--- src/rtl/soda_pkg.sv ---
// Coin constants, acceptor state encoding and button-to-value decode shared by the soda datapath.
// COIN_ACCEPTOR_DOLLAR_EN adds a fourth (dollar) coin button.
package soda_pkg;

`ifdef COIN_ACCEPTOR_DOLLAR_EN
   localparam int NUM_BTN = 4;
`else
   localparam int NUM_BTN = 3;
`endif

   localparam int COIN_VAL_W = 7;

   localparam logic [COIN_VAL_W-1:0] COIN_NICKEL  = 7'd5;
   localparam logic [COIN_VAL_W-1:0] COIN_DIME    = 7'd10;
   localparam logic [COIN_VAL_W-1:0] COIN_QUARTER = 7'd25;
   localparam logic [COIN_VAL_W-1:0] COIN_DOLLAR  = 7'd100;

   typedef enum logic [1:0] {
      ST_IDLE,
      ST_DEBOUNCE,
      ST_EMIT,
      ST_RELEASE
   } acc_state_e;

   // Code is one-hot by construction, so at most one branch fires.
   function automatic logic [COIN_VAL_W-1:0] coin_value(input logic [NUM_BTN-1:0] code);
      logic [COIN_VAL_W-1:0] val;
      val = '0;
      if (code[0]) val = COIN_NICKEL;
      if (code[1]) val = COIN_DIME;
      if (code[2]) val = COIN_QUARTER;
`ifdef COIN_ACCEPTOR_DOLLAR_EN
      if (code[3]) val = COIN_DOLLAR;
`endif
      return val;
   endfunction

endpackage

--- src/rtl/coin_acceptor_if.sv ---
// Coin button inputs and coin-in handshake toward the soda controller.
// Button width follows COIN_ACCEPTOR_DOLLAR_EN through soda_pkg::NUM_BTN.
interface coin_acceptor_if #(
   parameter int WIDTH = 8
);
   import soda_pkg::*;

   logic [NUM_BTN-1:0] coin_btn;
   logic               c;
   logic [WIDTH-1:0]   a;
   logic               rej;
   logic               busy;

   modport master (output coin_btn, input c, a, rej, busy);
   modport slave  (input coin_btn, output c, a, rej, busy);

endinterface

--- src/rtl/btn_sync.sv ---
// Two-flop synchronizer bringing the raw asynchronous buttons into the clk domain.
module btn_sync #(
   parameter int W = 3
) (
   input  logic         clk,
   input  logic         rst,
   input  logic [W-1:0] d_i,
   output logic [W-1:0] q_o
);

   logic [W-1:0] meta_q;
   logic [W-1:0] sync_q;

   always_ff @(posedge clk) begin
      if (rst) begin
         meta_q <= '0;
         sync_q <= '0;
      end else begin
         meta_q <= d_i;
         sync_q <= meta_q;
      end
   end

   assign q_o = sync_q;

endmodule

--- src/rtl/coin_acceptor.sv ---
// Debounced coin acceptor: one c pulse per clean single-button press, rej on multi-press.
// COIN_ACCEPTOR_DOLLAR_EN widens the button vector to include a dollar coin.
module coin_acceptor
   import soda_pkg::*;
#(
   parameter int WIDTH           = 8,
   parameter int DEBOUNCE_CYCLES = 1000000
) (
   input logic             clk,
   input logic             rst,
   coin_acceptor_if.slave  bus
);

   localparam int               CNT_W    = $clog2(DEBOUNCE_CYCLES) + 1;
   localparam logic [CNT_W-1:0] CNT_LAST = CNT_W'(DEBOUNCE_CYCLES - 1);
   localparam logic [CNT_W-1:0] CNT_ONE  = CNT_W'(1);

   logic [NUM_BTN-1:0] btn_s;
   logic               any_btn;

   acc_state_e         state_q, state_d;
   logic [CNT_W-1:0]   cnt_q, cnt_d;
   logic [NUM_BTN-1:0] code_q, code_d;
   logic               c_q, c_d;
   logic               rej_q, rej_d;
   logic [WIDTH-1:0]   a_q, a_d;

   btn_sync #(.W(NUM_BTN)) u_sync (
      .clk (clk),
      .rst (rst),
      .d_i (bus.coin_btn),
      .q_o (btn_s)
   );

   assign any_btn = |btn_s;

   always_ff @(posedge clk) begin
      if (rst) begin
         state_q <= ST_IDLE;
         cnt_q   <= '0;
         code_q  <= '0;
         c_q     <= 1'b0;
         rej_q   <= 1'b0;
         a_q     <= '0;
      end else begin
         state_q <= state_d;
         cnt_q   <= cnt_d;
         code_q  <= code_d;
         c_q     <= c_d;
         rej_q   <= rej_d;
         a_q     <= a_d;
      end
   end

   always_comb begin
      state_d = state_q;
      cnt_d   = cnt_q;
      code_d  = code_q;
      c_d     = 1'b0;
      rej_d   = 1'b0;
      a_d     = a_q;
      unique case (state_q)
         ST_IDLE: begin
            cnt_d = '0;
            if ($onehot(btn_s)) begin
               code_d  = btn_s;
               state_d = ST_DEBOUNCE;
            end else if (any_btn) begin
               rej_d   = 1'b1;
               state_d = ST_RELEASE;
            end
         end
         ST_DEBOUNCE: begin
            // Any change, including release, abandons the press without touching a.
            if (btn_s != code_q) begin
               state_d = ST_IDLE;
            end else if (cnt_q == CNT_LAST) begin
               state_d = ST_EMIT;
            end else begin
               cnt_d = cnt_q + CNT_ONE;
            end
         end
         ST_EMIT: begin
            c_d     = 1'b1;
            a_d     = WIDTH'(coin_value(code_q));
            cnt_d   = '0;
            state_d = ST_RELEASE;
         end
         ST_RELEASE: begin
            if (any_btn) begin
               cnt_d = '0;
            end else if (cnt_q == CNT_LAST) begin
               cnt_d   = '0;
               state_d = ST_IDLE;
            end else begin
               cnt_d = cnt_q + CNT_ONE;
            end
         end
         default: begin
            state_d = ST_IDLE;
         end
      endcase
   end

   assign bus.c    = c_q;
   assign bus.a    = a_q;
   assign bus.rej  = rej_q;
   assign bus.busy = (state_q != ST_IDLE);

endmodule
--- src/flat_wrapper.sv ---
// flat-port wrapper written by rule: the top's interface ports become plain ports
module coin_acceptor_flat import soda_pkg::*;
#(
   parameter int WIDTH           = 8,
   parameter int DEBOUNCE_CYCLES = 1000000
)
  (clk, rst, bus_coin_btn, bus_c, bus_a, bus_rej, bus_busy);
  coin_acceptor_if #(.WIDTH(WIDTH)) bus_i ();
  input logic clk;
  input logic rst;
  input wire logic [$bits(bus_i.coin_btn)-1:0] bus_coin_btn;
  output wire logic [$bits(bus_i.c)-1:0] bus_c;
  output wire logic [$bits(bus_i.a)-1:0] bus_a;
  output wire logic [$bits(bus_i.rej)-1:0] bus_rej;
  output wire logic [$bits(bus_i.busy)-1:0] bus_busy;
  assign bus_i.coin_btn = bus_coin_btn;
  assign bus_c = bus_i.c;
  assign bus_a = bus_i.a;
  assign bus_rej = bus_i.rej;
  assign bus_busy = bus_i.busy;
  coin_acceptor #(.WIDTH(WIDTH), .DEBOUNCE_CYCLES(DEBOUNCE_CYCLES)) u_core (.clk(clk), .rst(rst), .bus(bus_i));
endmodule
--- config.mk ---
export PLATFORM = sky130hd
export DESIGN_NAME = coin_acceptor_flat
export DESIGN_NICKNAME = d
export VERILOG_FILES = /design/src/rtl/soda_pkg.sv /design/src/rtl/coin_acceptor_if.sv /design/src/rtl/btn_sync.sv /design/src/rtl/coin_acceptor.sv /design/src/flat_wrapper.sv
export SDC_FILE = /design/constraint.sdc
export NUM_CORES = 1
export LEC_CHECK = 0
export ABC_AREA = 1
export CAP_MARGIN = 15
export CORE_UTILIZATION = 52
export CTS_CLUSTER_SIZE = 40
export DETAILED_ROUTE_END_ITERATION = 7
export MAX_ROUTING_LAYER = met4
export PLACE_DENSITY_LB_ADDON = 0.12
export SLEW_MARGIN = 20
export SYNTH_ARGS = -nofsm -noshare
export SYNTH_HDL_FRONTEND = slang
export SYNTH_SLANG_ARGS = --single-unit
--- constraint.sdc ---
create_clock -name clk -period 1.6 [get_ports clk]
set_clock_uncertainty 0.1 [all_clocks]
set_input_delay 0.48 -clock clk [delete_from_list [all_inputs] [get_ports clk]]
set_output_delay 0.48 -clock clk [all_outputs]
set_load 0.1 [all_outputs]
==> flow_summary.rst <==
.. list-table::
   :header-rows: 1

   * - Metric
     - Value
   * - Status
     - complete, but fails checks
   * - Violations in the final reports
     - setup timing
   * - Capture endpoint of the worst hold path
     - u_core.u_sync.q_o[2]
   * - Number of fillers in the final layout
     - 197
   * - WP buf/inv
     - 1
   * - Count of placed standard cells including taps
     - 413
   * - N_diodes
     - 0
   * - Destination of the worst register-to-register timing path
     - u_core.cnt_q[8]
   * - Filler-free cell count of the finished design
     - 437
   * - Synth-to-Final Area Change
     - 54.80%
   * - Clock tree from TritonCTS
     - built
   * - Number of setup violations in the final report
     - 25
   * - Die area
     - 0.004271 mm²
   * - Async set or reset register ratio after synthesis
     - 0%
   * - Gp weighted congestion
     - 0.8879
   * - Number of H-tree branching levels
     - 2
   * - NumNets Final
     - 395
   * - Number of buffers added on ports
     - 12
   * - Worst path required time
     - 1730 ps
   * - Biggest fanout along the worst timing path
     - 6
   * - Area of the multi-input gates
     - 0.001413 mm²
   * - Per-cell routed wire length
     - 15.01 µm
   * - WS Path Type
     - reg2reg
   * - Clock-pin transition on the worst setup and hold timing paths
     - 80 ps
   * - Most common cell after layout, fill and taps aside
     - nand2_1
   * - Leakage power
     - 1.339 nW
   * - Startpoint of the worst hold path
     - u_core.u_sync.meta_q[2]
   * - 1st-pass router iterations
     - 5
   * - Total clock buffers created by CTS
     - 5
   * - Power per cell area
     - 1183 mW/mm²
   * - Ratio of cells with drive above 1 in the final layout
     - 41.65%
   * - Maximum number of pins on one net before global-route repair
     - 17
   * - Ordered cell list for the critical path
     - ha_4 > nand2_4 > nor2_4 > buf_4 > nand2_2 > nand2_2 > nand3_1 > o21ai_1 > nand2_1 > a21oi_2
   * - Clock buffer depth
     - 2
   * - Final worst-path setup slack
     - -168.0 ps
   * - Type of destination of the critical path
     - flop
   * - Critical path launch point type
     - flop
   * - Worst-skew pair later-pin latency
     - 300 ps
   * - Fin crit period
     - 1768 ps
   * - Num ports
     - 16
   * - Worst reg2reg startpoint
     - u_core.cnt_q[1]
   * - Initial antenna violation count
     - 0
   * - Setup repair after global routing missed its margin
     - yes
   * - CTS sink cnt
     - 39
   * - Synthesis Warnings
     - 0
   * - Count of unique library cells instantiated by Yosys
     - 26
   * - Initial Util
     - 55.75%
   * - Global-route wire length before repair
     - 8638 µm
   * - Number of slew-limit violations in the final report
     - 0
   * - Placed wire-length estimate after detailed placement
     - 3533 µm
   * - Most used cell along the critical path
     - nand2_2
   * - Maximum ir drop on the vdd rail
     - 0.001399 V
   * - Setup Slack @ Placement
     - -191.5 ps
   * - Crit path max-delay cell type
     - dfxtp_2
   * - Via count of the first global-routing pass
     - 2018
   * - Data arrival time of the worst path
     - 1900 ps
   * - DR vias/cell
     - 5.398
   * - Synthesized area per cell
     - 6.441 µm²
   * - Global-route total usage across every layer
     - 26.62%
   * - Predominant post-synthesis flop cell
     - dfxtp_1
   * - Residual overflow from global routing
     - 0
   * - Via count
     - 2359
   * - Number of DRC violations after detailed-routing iteration 0
     - 208
   * - Clock root buffer master
     - clkbuf_8
   * - Sequential-to-total area share from yosys stat
     - 37.41%
   * - Period utilisation layout
     - 110.5%
   * - Peak Freq
     - 0.5656 GHz
   * - Netlist area before placement
     - 0.002087 mm²
   * - Register-to-register path setup slack
     - -170 ps
   * - Post-synthesis cell count
     - 324
   * - Sequential Area
     - 803.3 µm²
   * - Delay contributed by the slowest stage of the critical path
     - 360 ps
   * - Count of maximum capacitance violations
     - 0
   * - Die Span X
     - 65.35 µm
   * - Number of flops mapped to enable cells by yosys
     - 0
   * - Cell family with the largest share of critical-path delay
     - simple AND/OR/NAND/NOR gates
   * - Routed WL
     - 6558 µm
   * - Floorplan row count
     - 22
   * - Count of unresolved DRC violations after routing
     - 0
   * - Total power
     - 3.821 mW
   * - Most frequent cells in the layout
     - nand2_1 (63), buf_4 (43), inv_1 (40)
   * - Hold/Removal Path Class
     - reg2reg
   * - Core area
     - 0.003744 mm²
   * - Post-synthesis register bit count
     - 39
   * - Y dimension of the die
     - 65.35 µm
   * - Worst Reg-to-Reg Cells
     - 10
   * - Final Hold Violating Endpoints
     - 0
   * - Post-route antenna net violation count
     - 0
   * - Hold-critical path depth
     - 2
==> power by group <==
part           total (mW)  switching (mW)  internal [mW]
Combinational        1.80            1.07          0.726
Sequential           1.16          0.0930           1.06
Clock               0.868           0.363          0.505
Total                3.82            1.53           2.29
==> synth_stat cells, types with 3 or more instances <==
cell type	count	area (µm²)
nand2_1	87	326.6
nor2_1	55	206.5
inv_1	47	176.4
dfxtp_1	39	780.8
nand3_1	28	140.1
a21oi_1	13	65.06
nand4_1	9	56.30
nor3_1	8	40.04
o21ai_0	7	35.03
nand3b_1	4	30.03
o21bai_1	4	30.03
buf_4	3	22.52
xnor2_1	3	26.28
==> metrics by stage <==
step,util (%),setup TNS [ps],hold WS [ps],cell area (µm²)
2_1_floorplan,-,-97.63,280.9,2120
3_3_place_gp,69.45,-687.7,297.7,2600
3_5_place_dp,69.45,-1136,303.0,2600
4_1_cts,74.93,-459.2,308.4,2805
5_1_grt,86.30,-3726,330.3,3231
6_report,86.30,-1756,306.7,3231
==> cells by family after synthesis <==
logic type      share of synthesized area, %
other cells                           0.1797
fa+ha+maj                              1.559
compound gates                         7.014
simple gates                           41.13
buf+inv                                11.45
flops                                  37.41
xor+xnor                               1.259
==> layer usage <==
metal  vias up  global-route usage (%)  part of all wire, %  routed length (µm)
met5         -                       -                    0                   0
met4         0                   8.152                  3.9                 255
met3        27                   5.208                  6.0                 394
met2       115                   44.97                   49                3189
met1      1075                   31.87                   41                2719
li1       1142                       -                    -                   -
==> registers in the layout, indices dropped and copies added, names as in the netlist <==
| register | count |
|---|---|
| u_core.u_sync.meta_q | 3 |
| u_core.bus.rej | 1 |
| u_core.u_sync.q_o | 3 |
| u_core.bus.a | 5 |
| u_core.code_q | 3 |
| u_core.cnt_q | 21 |
| u_core.state_q | 2 |
| u_core.bus.c | 1 |
==> worst max path at each step <==
stage,slack [ps],endpoint,start,depth (start not counted)
6_report,-170,u_core.cnt_q[8],u_core.cnt_q[1],10
5_1_grt,-240,u_core.cnt_q[8],u_core.cnt_q[1],10
4_1_cts,-120,u_core.state_q[0],u_core.u_sync.q_o[1],10
3_5_place_dp,-190,u_core.state_q[0],u_core.u_sync.q_o[0],10
3_3_place_gp,-80,u_core.state_q[1],u_core.u_sync.q_o[0],10
2_1_floorplan,-40,u_core.state_q[1],u_core.u_sync.q_o[0],10
==> worst min-delay path, cell delays in order (launching register included) <==
cell	delay, ps
dfxtp_1	300
inv_1	40
nor2_1	30
==> what timing repair did <==
item	CTS	global route
setup endpoints to repair	27	28
buffers inserted	3	10
gates cloned	0	4
gates resized for setup	22	91
hold endpoints to repair	0	0
pin swaps	8	28
hold buffers	0	0
==> final cells by class <==
| type | instances | share of cell area, % |
|---|---|---|
| Timing Repair Buffer | 63 | 20.33 |
| Inverter | 47 | 5.577 |
| Clock inverter | 2 | 1.084 |
| Tap cell | 48 | 1.859 |
| Multi-Input combinational cell | 232 | 43.73 |
| Clock buffer | 6 | 2.556 |
| Sequential cell | 39 | 24.86 |
No activity file was read; power rests on OpenSTA's default activity.
